===== config.mk =====
export PLATFORM = sky130hd
export DESIGN_NAME = digit_entry_buffer
export DESIGN_NICKNAME = d
export VERILOG_FILES = /design/src/rtl/digit_entry_buffer.sv
export SDC_FILE = /design/constraint.sdc
export NUM_CORES = 1
export LEC_CHECK = 0
export ABC_AREA = 0
export BUFFER_PORTS_ARGS = -buffer_cell sky130_fd_sc_hd__buf_2
export CAP_MARGIN = 20
export CORE_ASPECT_RATIO = 1.1
export CORE_MARGIN = 1
export CORE_UTILIZATION = 56
export CTS_CLUSTER_SIZE = 10
export DETAILED_ROUTE_END_ITERATION = 16
export MAX_ROUTING_LAYER = met4
export PLACE_DENSITY_LB_ADDON = 0.25
export SLEW_MARGIN = 20
export SYNTH_ARGS = -nofsm -noshare
export SYNTH_HDL_FRONTEND = slang
export SYNTH_SLANG_ARGS = --single-unit

===== constraint.sdc =====
create_clock -name clk -period 3.98 [get_ports clk]
set_input_delay 0.597 -clock clk [delete_from_list [all_inputs] [get_ports clk]]
set_output_delay 0.597 -clock clk [all_outputs]
set_load 0.01 [all_outputs]

===== src/rtl/digit_entry_buffer.sv =====
// digit_entry_buffer: turns debounced keypad digit presses into a multi-digit
// BCD entry, and on enter converts it to a binary operand.
//
// Ports:
//   clk, rst_n    system clock, asynchronous active-low reset
//   keys          one-hot digit key vector (bit i = key "i")
//   num_valid     one-cycle pulse: new key pressed
//   clr           one-cycle pulse: discard the entry
//   enter         one-cycle pulse: commit the entry
//   digits        BCD entry register, [3:0] = most recent digit
//   digit_cnt     number of digits entered, 0..NDIG
//   overflow      sticky: a digit was dropped because the buffer was full
//   busy          high while converting
//   value         last committed binary value
//   value_valid   one-cycle pulse when value updates
module digit_entry_buffer #(
    parameter int unsigned NDIG = 4,
    parameter int unsigned VW   = 14
) (
    input  logic                clk,
    input  logic                rst_n,
    input  logic [9:0]          keys,
    input  logic                num_valid,
    input  logic                clr,
    input  logic                enter,
    output logic [4*NDIG-1:0]   digits,
    output logic [2:0]          digit_cnt,
    output logic                overflow,
    output logic                busy,
    output logic [VW-1:0]       value,
    output logic                value_valid
);

    localparam int unsigned DW = 4 * NDIG;
    localparam int unsigned IW = (NDIG > 1) ? $clog2(NDIG) : 1;
    localparam int unsigned CW = 3;
    localparam int unsigned KW = 10;

    typedef enum logic {
        ENTRY = 1'b0,
        CONV  = 1'b1
    } state_t;

    state_t          r_state;
    logic [DW-1:0]   r_digits;
    logic [CW-1:0]   r_cnt;
    logic            r_overflow;
    logic [VW-1:0]   r_acc;
    logic [IW-1:0]   r_idx;
    logic [VW-1:0]   r_value;
    logic            r_value_valid;

    logic [3:0]      w_bcd;
    logic            w_key_any;
    logic [3:0]      w_cur_digit;
    logic [VW-1:0]   w_acc_next;

    // Highest set key bit wins if several keys are held.
    always_comb begin
        w_bcd     = 4'd0;
        w_key_any = |keys;
        for (int i = 0; i < int'(KW); i++) begin
            if (keys[i]) begin
                w_bcd = 4'(i);
            end
        end
    end

    // Digit being folded in this conversion step, most significant first.
    assign w_cur_digit = r_digits[{r_idx, 2'b00} +: 4];
    assign w_acc_next  = (r_acc << 3) + (r_acc << 1) + VW'(w_cur_digit);

    // Entry/conversion state machine.
    always_ff @(posedge clk or negedge rst_n) begin
        if (!rst_n) begin
            r_state       <= ENTRY;
            r_digits      <= '0;
            r_cnt         <= '0;
            r_overflow    <= 1'b0;
            r_acc         <= '0;
            r_idx         <= '0;
            r_value       <= '0;
            r_value_valid <= 1'b0;
        end else begin
            r_value_valid <= 1'b0;
            case (r_state)
                ENTRY: begin
                    if (clr) begin
                        r_digits   <= '0;
                        r_cnt      <= '0;
                        r_overflow <= 1'b0;
                    end else if (enter) begin
                        r_state <= CONV;
                        r_idx   <= IW'(NDIG - 1);
                        r_acc   <= '0;
                    end else if (num_valid && w_key_any) begin
                        if (r_cnt < CW'(NDIG)) begin
                            r_digits <= {r_digits[DW-5:0], w_bcd};
                            r_cnt    <= r_cnt + 1'b1;
                        end else begin
                            r_overflow <= 1'b1;
                        end
                    end
                end
                CONV: begin
                    r_acc <= w_acc_next;
                    r_idx <= r_idx - 1'b1;
                    if (r_idx == '0) begin
                        r_value       <= w_acc_next;
                        r_value_valid <= 1'b1;
                        r_digits      <= '0;
                        r_cnt         <= '0;
                        r_overflow    <= 1'b0;
                        r_state       <= ENTRY;
                    end
                end
                default: r_state <= ENTRY;
            endcase
        end
    end

    assign digits      = r_digits;
    assign digit_cnt   = r_cnt;
    assign overflow    = r_overflow;
    assign busy        = (r_state == CONV);
    assign value       = r_value;
    assign value_valid = r_value_valid;

endmodule


==> summary.txt <==
Status: complete, no violations
Synthesized Nets: 303
Mean Syn Cell Area: 10.94 sq um
DRT Wirelength: 6.166 mm
Final critical-path required period: 3.182 ns
Clock Pin Slew Worst Setup and Hold Paths: 0.10 ns
Top post-synthesis cells by count: 51 x dfrtp_1, 37 x nand2_1, 24 x ha_1
Xor/xnor cell area share of the yosys netlist: 2.140%
# hold bufs at CTS: 0
Num CTS Buffers: 5
Most frequent cell after synthesis: dfrtp_1
Unrepaired setup endpoints after global routing: no
Number of global-route vias before repair: 2184
Largest family of logic cells by synthesized area: compound AO/OA/AOI/OAI gates
Most common flop cell mapped by yosys: dfrtp_1
Mean routed wirelength per cell: 16.76 microns
Post-DP HPWL: 4.379 mm
Number of fill cells: 365
Cell Area, Synth: 2865 sq um
Adder-cell share of the synthesized area: 11.88%
First-pass GRT wire length: 10.41 mm
Drt drc: 0
Worst Max-Slew Pin Slew: 0.6583 ns
Worst-case clock buffer depth: 2
Final Hold Vio Count: 0
Largest net degree at the start of global routing: 38
Share of the cycle needed by the critical path after routing: 79.95%
Post-route setup TNS: 0 ns
Chip height: 77.02 microns
Clock skew: 0.006109 ns
Antenna violations before repair: 0
PostCTS Resize Cnt: 0
Synth warnings: 0
Worst path cell trace: mux4_2, inv_1, fa_1, fa_1, nor2b_1, o2111ai_2, a21oi_1, o21ai_0, a32o_2
Root Buffer: clkbuf_8
Initial DRT Pass Iterations: 4
R2r worst-path depth: 9
Placed instance area: 3146 sq um
Layout Nets: 352
CTS tree: built
Port bufs: 50
Power Density: 654.4 nW/um^2
WS Path Type: flip-flop to flip-flop
Post-synthesis compound-gate area fraction: 20.79%
Worst Path Required: 4.18 ns
Layout cells sized above 1: 25.64%
Post CTS Setup Buffer Count: 0
Most used cell, CP: fa_1
Final Max Tran Viols: 0
DR vias: 2164
GP Congestion: 0.8531
GR Overflow Total: 0
EDFF count, synth: 0
Count of cell types in the netlist: 54
DIE WIDTH: 70.20 microns
Critical path buffers and inverters: 1
Worst path arrival time: 3.39 ns
Crit-path leading delay family: adder cells
Clk_lat worst skew: 0.31 ns
Detail Route Antenna Nets: 0
Tot Pwr: 2.138 mW
Die area: 5407 sq um
H-Tree Level Count: 2
Worst rel slew slack: 56.11%
Worst hold path class: input pin to async pin
Clk sink count: 51
Fraction of registers with async set/reset: 100.0%
Leakage: 1.745 nW
Area growth from synthesis to layout: 14.02%
Proportion of synthesized area in mux cells: 4.672%
Via density per instance: 5.880
Element type at the critical path end: flip-flop
Finished Cell Area: 3267 sq um
Synth area leaders: dfrtp_1 45%, ha_1 10%, a22o_1 6.4%
Yosys top cell by area: dfrtp_1
Ant diodes: 0
Post-synth top area share: 44.54%
Floorplan row count: 26
Max-cap violations: 0
Simple logic cell fraction of the synthesized area: 12.10%
Slowest cell on crit path: mux4_2
WP depth: 9
Startpoint class of the critical path: flip-flop
Max Freq: 0.3143 GHz
CORE AREA: 4782 sq um
Post-synthesis cell count: 262
Aggregate global-route resource usage: 25.41%
Initial Utilization: 59.92%
DRT iter0 DRCs: 139
Number of placed I/O pins: 51
Sequential element share of the synthesized area: 44.54%
Largest stage delay, worst path: 0.54 ns
# setup viols final: 0
IR Drop Worst-Case VDD: 312.8 uV
Critical Path Fanout Max: 5
FF+latch count, synth: 51
[power breakdown]
group          internal (mW)  switching [mW]  total (mW)
sequential             0.660           0.148       0.808
combinational          0.411           0.530       0.940
clock                  0.207           0.182       0.389
[area by class of cell]
class	count	area, sq um	share of cell area (%)
Tap cell	56	70.07	2.145
Timing Repair Buffer	52	265.3	8.119
Clock inverter	2	38.79	1.187
Inverter	15	56.30	1.723
Multi-Input combinational cell	186	1478	45.23
Sequential cell	51	1276	39.07
Clock buffer	6	82.58	2.528
[registers in the layout, summed over array words and instances, names as in the netlist]
signal       cells
overflow         1
digit_cnt        3
r_acc           13
busy             1
digits          16
value           14
r_idx            2
value_valid      1
[worst paths after layout]
path	slack, ns	startpoint	end
setup / recovery	0.80	r_idx[0]$_DFFE_PN0P_	r_acc[10]$_DFFE_PN0P_
hold / removal	0.16	rst_n	value_valid$_DFF_PN0_
setup reg to reg	0.80	r_idx[0]$_DFFE_PN0P_	r_acc[10]$_DFFE_PN0P_
hold reg to reg	0.47	value[0]$_DFFE_PN0P_	value[0]$_DFFE_PN0P_
max in group asynchronous	3.03	rst_n	value[12]$_DFFE_PN0P_
min in group clk	0.47	value[0]$_DFFE_PN0P_	value[0]$_DFFE_PN0P_
[per-layer routing]
layer / global-route usage, % / part of all wire, %
met3: 3.811 / 3.7
met5: - / 0
met2: 40.67 / 49
met1: 32.41 / 45
met4: 10.40 / 2.5
[logic make-up (layout without fill, tap and decap cells)]
kind of cell,Yosys count,count (layout)
and+or+nand+nor,69,69
DFF,51,51
buffers and inverters,25,75
AOI/OAI and AO/OA,76,76
xor gates and xnor gates,7,7
muxes,8,8
adders and majority gates,26,26
[layout by cell type, fill, tap and decap left out, types with 5 or more instances in the layout]
| master | Yosys | layout |
|---|---|---|
| nand2_1 | 37 | 37 |
| clkbuf_8 | 0 | 6 |
| buf_2 | 2 | 50 |
| inv_1 | 14 | 14 |
| nor2_1 | 11 | 11 |
| dfrtp_1 | 51 | 51 |
| o31ai_1 | 5 | 5 |
| o21ai_0 | 9 | 9 |
| ha_1 | 24 | 24 |
| a21oi_1 | 10 | 10 |
| a22o_1 | 21 | 21 |
[per-stage QoR]
| stage | hold slack (ns) | util, % | cells | setup slack (ns) |
|---|---|---|---|---|
| global placement | 0.4520 | 65.78 | 360 | 0.9698 |
| finish | 0.1637 | 68.32 | 368 | 0.7978 |
| floorplan | 0.3014 | - | 262 | 0.9617 |
| detailed placement | 0.4565 | 65.78 | 360 | 0.8789 |
| global route | 0.1856 | 68.32 | 368 | 0.6253 |
| CTS | 0.1699 | 68.32 | 368 | 0.8237 |
Power figures use the tool's default switching activity.
